--- src/rtl/mux4_rr_arbiter_pkg.sv ---
// Shared types and helpers for the 4-way round-robin mux controller.
// Holds the state encoding, requester count, select width and the next-owner scan.
package mux4_rr_arbiter_pkg;

    localparam int NUM_REQ = 4;
    localparam int SEL_W   = 2;

    typedef enum logic {
        ST_IDLE = 1'b0,
        ST_BUSY = 1'b1
    } state_t;

    // Returns {found, index} of the first set request scanning start, start+1, ... mod 4.
    function automatic logic [SEL_W:0] next_owner(input logic [NUM_REQ-1:0] req,
                                                  input logic [SEL_W-1:0]   start);
        logic [SEL_W:0]   result;
        logic [SEL_W-1:0] idx;
        result = '0;
        for (int k = NUM_REQ - 1; k >= 0; k--) begin
            idx = start + SEL_W'(k);
            if (req[idx]) begin
                result = {1'b1, idx};
            end
        end
        return result;
    endfunction

endpackage

--- src/rtl/mux4_rr_arbiter_data.sv ---
// DATA_W-wide 4:1 data mux driven by the arbiter's registered select.
// Purely combinational; channel i lives at data_in[i*DATA_W +: DATA_W].
module mux4_data
    import mux4_rr_arbiter_pkg::*;
#(
    parameter int DATA_W = 8
) (
    input  logic [NUM_REQ*DATA_W-1:0] data_in,
    input  logic [SEL_W-1:0]          sel,
    output logic [DATA_W-1:0]         out_data
);

    always_comb begin
        out_data = data_in[0 +: DATA_W];
        case (sel)
            2'd0:    out_data = data_in[0*DATA_W +: DATA_W];
            2'd1:    out_data = data_in[1*DATA_W +: DATA_W];
            2'd2:    out_data = data_in[2*DATA_W +: DATA_W];
            2'd3:    out_data = data_in[3*DATA_W +: DATA_W];
            default: out_data = data_in[0 +: DATA_W];
        endcase
    end

endmodule

--- src/rtl/mux4_rr_arbiter.sv ---
// Round-robin controller sharing one 4:1 data mux among four requesters.
// Registers grant/sel, caps beats per owner at MAX_BURST and handshakes with one sink.
module mux4_rr_arbiter
    import mux4_rr_arbiter_pkg::*;
#(
    parameter int DATA_W    = 8,
    parameter int MAX_BURST = 4
) (
    input  logic                      clk,
    input  logic                      rst_n,
    input  logic [NUM_REQ-1:0]        req,
    input  logic [NUM_REQ*DATA_W-1:0] data_in,
    output logic [NUM_REQ-1:0]        grant,
    output logic [SEL_W-1:0]          sel,
    output logic                      out_valid,
    output logic [DATA_W-1:0]         out_data,
    input  logic                      out_ready
);

    localparam int               CNT_W     = $clog2(MAX_BURST + 1);
    localparam logic [CNT_W-1:0] LAST_BEAT = CNT_W'(MAX_BURST - 1);

    state_t             state;
    state_t             state_n;
    logic [SEL_W-1:0]   ptr;
    logic [SEL_W-1:0]   ptr_n;
    logic [SEL_W-1:0]   sel_n;
    logic [NUM_REQ-1:0] grant_n;
    logic [CNT_W-1:0]   beat_cnt;
    logic [CNT_W-1:0]   cnt_n;
    logic               xfer;
    logic               release_owner;
    logic [SEL_W-1:0]   scan_start;
    logic [SEL_W:0]     pick;

    // Handshake: a beat moves only on a cycle where out_valid & out_ready are both high.
    // out_valid follows the owner's req combinationally, so an owner that drops req
    // while stalled withdraws its beat in that same cycle and nothing is transferred.
    always_comb begin
        out_valid     = (state == ST_BUSY) & req[sel];
        xfer          = out_valid & out_ready;
        release_owner = (state == ST_BUSY) &
                        (~req[sel] | (xfer & (beat_cnt == LAST_BEAT)));
    end

    always_comb begin
        state_n    = state;
        ptr_n      = ptr;
        sel_n      = sel;
        grant_n    = grant;
        cnt_n      = beat_cnt;
        // On release the scan starts just past the outgoing owner, so a lone
        // requester at its cap wins again without a bubble.
        scan_start = (state == ST_BUSY) ? sel + SEL_W'(1) : ptr;
        pick       = next_owner(req, scan_start);
        case (state)
            ST_IDLE: begin
                if (pick[SEL_W]) begin
                    state_n = ST_BUSY;
                    sel_n   = pick[SEL_W-1:0];
                    grant_n = NUM_REQ'(1) << pick[SEL_W-1:0];
                    cnt_n   = '0;
                end
            end
            ST_BUSY: begin
                if (release_owner) begin
                    ptr_n = scan_start;
                    cnt_n = '0;
                    if (pick[SEL_W]) begin
                        sel_n   = pick[SEL_W-1:0];
                        grant_n = NUM_REQ'(1) << pick[SEL_W-1:0];
                    end else begin
                        state_n = ST_IDLE;
                        grant_n = '0;
                    end
                end else if (xfer) begin
                    cnt_n = beat_cnt + CNT_W'(1);
                end
            end
            default: begin
                state_n = ST_IDLE;
                grant_n = '0;
            end
        endcase
    end

    always_ff @(posedge clk or negedge rst_n) begin
        if (!rst_n) begin
            state    <= ST_IDLE;
            ptr      <= '0;
            beat_cnt <= '0;
            grant    <= '0;
            sel      <= '0;
        end else begin
            state    <= state_n;
            ptr      <= ptr_n;
            beat_cnt <= cnt_n;
            grant    <= grant_n;
            sel      <= sel_n;
        end
    end

    mux4_data #(
        .DATA_W(DATA_W)
    ) u_data (
        .data_in (data_in),
        .sel     (sel),
        .out_data(out_data)
    );

endmodule

--- config.mk ---
export PLATFORM = sky130hd
export DESIGN_NAME = mux4_rr_arbiter
export DESIGN_NICKNAME = d
export VERILOG_FILES = /design/src/rtl/mux4_rr_arbiter_pkg.sv /design/src/rtl/mux4_rr_arbiter_data.sv /design/src/rtl/mux4_rr_arbiter.sv
export SDC_FILE = /design/constraint.sdc
export NUM_CORES = 1
export LEC_CHECK = 0
export BUFFER_PORTS_ARGS = -buffer_cell sky130_fd_sc_hd__buf_2
export CAP_MARGIN = 5
export CORE_ASPECT_RATIO = 1.25
export CORE_UTILIZATION = 47
export CTS_CLUSTER_DIAMETER = 80
export DETAILED_ROUTE_END_ITERATION = 12
export GPL_ROUTABILITY_DRIVEN = 0
export GPL_TIMING_DRIVEN = 0
export PLACE_DENSITY = 0.85
export SLEW_MARGIN = 20
export SYNTH_ARGS = -nofsm -noshare
export SYNTH_HDL_FRONTEND = slang
export SYNTH_SLANG_ARGS = --single-unit
--- constraint.sdc ---
create_clock -name clk -period 4.85 [get_ports clk]
set_input_delay 0.485 -clock clk [delete_from_list [all_inputs] [get_ports clk]]
set_output_delay 0.485 -clock clk [all_outputs]
set_load 0.01 [all_outputs]
After elaboration in Yosys (flattened, before gate mapping)
Cells that the tools add are included.

word-level totals
  flip-flop bits (word level) = 12
  bits of input ports = 39
  word-level logic and storage cells = 64

operators by class
  $add $sub $neg = 5
  magnitude comparators = 5
  eq/ne operators = 7
  shifts and indexed selects = 1
  mux-type cells = 30
  bitwise logic cells = 7
  reductions and logical operators = 4

operators with widths
  operator               number
  $pmux W8 S4            1
  $mux W3                7
  $lt A2 B3 Y1 const B   5
  $mux W4                3
  $bmux W1 S2            5
  $pmux W4 S2            1
  $mux W1                7
  $mux W2                3
  $pmux W3 S2            1
  $reduce_and A2 Y1      3
  $add A2 B1 Y2 const B  2
  $add A2 B2 Y2 const B  2
  $and A1 B1 Y1          4
  $eq A2 B2 Y1 const B   2
  $pmux W2 S2            1
  $shl A1 B2 Y4 const A  1
  $add A3 B1 Y3 const B  1
  $eq A3 B2 Y1 const B   1
  $ne A3 B1 Y1 const B   1
  $eq A2 B1 Y1 const B   1
  $logic_not A2 Y1       1
  $ne A2 B1 Y1 const B   1
  $ne A2 B2 Y1 const B   1
  $not A1 Y1             2
  2 further kinds        2

Longest topological paths before layout
  depth after elaboration = 13
  gate-level depth with buffers = 7
  gate-level depth less buffers = 7

Modules after synthesis
A second synthesis with hierarchy kept.

unflattened totals
  cell total of the unflattened synthesis = 85
  area total of the unflattened synthesis = 907.1 sq um

by module, submodules not included
  module           times used  cells each  area an instance (sq um)  seq. area each (sq um)
  mux4_rr_arbiter  1           75          710.7                     300.3
  mux4_data        1           10          196.4                     0.0

Worst setup path before layout
Ideal clock, no wire load.

  path type = reg-to-output
  from = register sel[0]
  to = output port out_data[0]
  arrival = 1.415 ns
  data required time = 4.365 ns
  slack = 2.950 ns
  cell stages (with the launch flop) = 5
  path buffers = 1
  cells stage by stage = dfrtp_1 > inv_1 > ha_1 > clkbuf_1 > mux2i_1

on the way
  word-level cells in the longest chain between the ends = 2

RTL lines
  element                                     RTL line                    source
  start, declared                             mux4_rr_arbiter.sv:14       output logic [SEL_W-1:0] sel,
  start signal, assigned                      mux4_rr_arbiter.sv:99       sel <= sel_n;
  $eq A2 B2 Y1, or another cell as far along  mux4_rr_arbiter_data.sv:15  case (sel)
  $pmux W8 S4 (*)                             mux4_rr_arbiter_data.sv:15
  end, declared                               mux4_rr_arbiter.sv:16       output logic [DATA_W-1:0] out_data,

Mark *: on every way between the ends. The rest lies on a longest branch, timed or not.

Final worst setup path
  from = register sel[0]
  to = output port out_data[1]

The elaborated chain is that of the path after synthesis.

==> key figures <==
Status
  – Outcome: completed

Timing
  – Minimum clock period: 2510 ps
  – Hold WS: 59.9 ps
  – Fin. Hold Viols: 0
  – RSZ-0062 raised after global routing: false
  – Fmax: 399 MHz
  – Final Slew Violations: 0
  – Rel. slew slack: 0.625
  – Tightest Pin Transition: 563 ps
  – Setup ws final: 2340 ps
  – Max Clock Skew: 3.43 ps
  – Finish-stage setup viols: 0
  – Setup TNS: 0 ps
  – Crit share post-route: 0.517

Floorplanning
  – Die height: 52.2 µm
  – IO Count: 54
  – Cell Rows: 17
  – Initial Util: 0.517
  – Die width: 42.1 µm
  – CORE AREA: 1830 µm²
  – Die ar.: 2200 µm²

Logic synthesis
  – Syn nets: 148
  – Syn Inst Count: 103
  – Cell variety after synth: 28
  – Synthesized cell area: 946 µm²
  – Seq/Total Area, Yosys: 0.317
  – Register bit total from synthesis: 12
  – Mapped Avg Cell Area: 9.18 µm²
  – Synth warn: 0

Setup path
  – Cell Chain, Critical Path: inv_1 > ha_1 > clkbuf_1 > a222oi_1 > mux2i_1 > buf_2
  – Slowest cell on crit path: dfrtp_1
  – Worst EP arrival: 2020 ps
  – Startpoint Class: flop
  – Max FO, Critical Path: 9
  – Critical path's largest stage delay: 540 ps
  – CP Capture Type: output pin
  – Worst Path Required: 4370 ps
  – CP Class: flop to output pin

CTS
  – Num CTS Buffers: 3
  – CTS tree: done
  – Clk Latency, worst-skew pair: 280 ps
  – Root Driver: clkbuf_4
  – H-tree Lvls: 1
  – Clock-pin slew on the worst setup and hold paths: 80 ps
  – Worst-case clock buffer depth: 2
  – Resized cells post-CTS: 0
  – Hold Buf Count CTS: 0
  – Setup Fix Bufs, Post-CTS: 0
  – Clock Sinks: 12

Drt
  – Vias/cell: 5.66
  – Routed wire length: 2420 µm
  – Wire per inst: 13.5 µm
  – Routed Antenna Nets: 0
  – Detailed Routing Iterations Pass 1: 5
  – Vias: 1013
  – Drt drc: 0
  – DRT iter0 DRCs: 43

Placement
  – Pre-CTS setup slack: 2680 ps
  – DP HPWL: 1900 µm
  – IO Port Bufs: 53
  – Post-placement cell area: 1230 µm²

Final layout
  – Diodes inserted: 0
  – Final instance area: 1270 µm²
  – Net count, final: 206
  – Area Growth Syn to Fin: 34.4%
  – Share of cells above drive strength 1: 0.425

Min path
  – Hold crit path type: input pin to asynchronous set/reset pin

Global route
  – Gr ovfl total: 0
  – Pin count of the biggest net entering global routing: 13
  – GRT Overall Usage: 0.226
  – Vias in the first global route: 906
  – Initial antenna violation count: 0
  – First-pass GRT wire length: 3760 µm

Pwr
  – Peak supply drop: 0.325 mV
  – Static leakage: 0.703 nW
  – PD cells: 567 nW/µm²

Run
  – MaxCap Viol Count: 0
registers in the layout, indices dropped and copies added, names as in the netlist:
register	flops
grant	4
beat_cnt	3
ptr	2
sel	2
state	1
critical path, delay by kind of cell, from the launching register on:
| kind | cells | cell delay (ps) |
|---|---|---|
| AO/OA/AOI/OAI | 1 | 390 |
| adder cells (fa/ha/maj) | 1 | 210 |
| multiplexers | 1 | 130 |
| flip-flops | 1 | 540 |
| buffers and inverters | 3 | 490 |
per-stage QoR:
step | utilization | instances | power, mW
finish | 0.695 | 179 | 0.720
global route | 0.695 | 179 | 0.784
CTS | 0.695 | 179 | 0.723
detailed placement | 0.675 | 175 | 0.641
global placement | 0.675 | 175 | 0.615
floorplan | - | 103 | 0.492
placed cells by master, fill, tap and decap left out, drive strengths merged, types with 2 or more instances in the layout:
master,instances
inv,12
nand3,4
nand2,8
nor2b,2
a22o,2
buf,54
clkbuf,8
and3,2
nor2,8
mux2,5
ha,6
o21ai,5
a21o,2
a222oi,8
dfrtp,12
a21oi,3
nand4,2
mux2i,9
nand2b,2
worst paths after layout:
| path | startpoint | to | slack [ps] | depth (start not counted) |
|---|---|---|---|---|
| max in group asynchronous | rst_n | beat_cnt[0] | 4590 | 1 |
| setup reg to reg | sel[0] | grant[3] | 2770 | 7 |
| setup / recovery | sel[0] | out_data[1] | 2340 | 6 |
| min in group clk | grant[0] | grant[0] | 490 | 2 |
| hold reg to reg | grant[0] | grant[0] | 490 | 2 |
| hold / removal | rst_n | sel[0] | 60 | 1 |
power by group:
part           switching, mW  leakage (nW)  total, mW  internal, mW
clock                 0.0351        0.0210     0.0808        0.0457
sequential            0.0353         0.148      0.174         0.139
combinational          0.252         0.534      0.466         0.214
routing by layer:
layer | track usage | vias up | wire (µm)
met2 | 0.422 | 57 | 1280
met1 | 0.256 | 464 | 924
met5 | 0 | - | 0
met4 | 0.0938 | 0 | 24
met3 | 0.0347 | 2 | 193
li1 | - | 490 | -
cells in the mapped netlist:
library cell,n,area share
dfrtp_1,12,0.32
mux2i_1,9,0.095
ha_1,6,0.079
mux2_2,5,0.060
a22o_1,2,0.019
a21boi_0,1,0.0079
a21o_1,2,0.016
nor2_2,1,0.0066
clkbuf_1,4,0.016
nor2b_1,2,0.013
buf_2,1,0.0053
mux4_2,1,0.024
o21ai_1,1,0.0053
inv_1,12,0.048
a21oi_1,2,0.011
nand2b_1,2,0.013
nand4_1,2,0.013
a32oi_1,1,0.0093
o21ai_0,4,0.021
or2_2,1,0.0066
nand2_1,8,0.032
and3_1,2,0.013
and2_4,1,0.0093
a21oi_4,1,0.017
nand3_1,4,0.021
a222oi_1,8,0.085
a41oi_1,1,0.0093
nor2_1,7,0.028
cell families (layout without fill, tap and decap cells):
kind of cell	count (synthesis)	count (layout)	share of synthesized area
adders and majority gates	6	6	0.0794
muxes	15	15	0.179
and+or+nand+nor	30	30	0.156
buffers and inverters	17	74	0.0688
DFF	12	12	0.317
AOI/OAI and AO/OA	23	23	0.200
layout make-up:
type | count | area [µm²]
buffer | 5 | 20.0
clock buffer | 4 | 36.3
inverter | 12 | 45.0
sequential | 12 | 300
fill | 153 | 558
tap | 19 | 23.8
timing repair buffer | 53 | 265
multi-input combinational | 74 | 581
No activity file was read; power rests on OpenSTA's default activity.
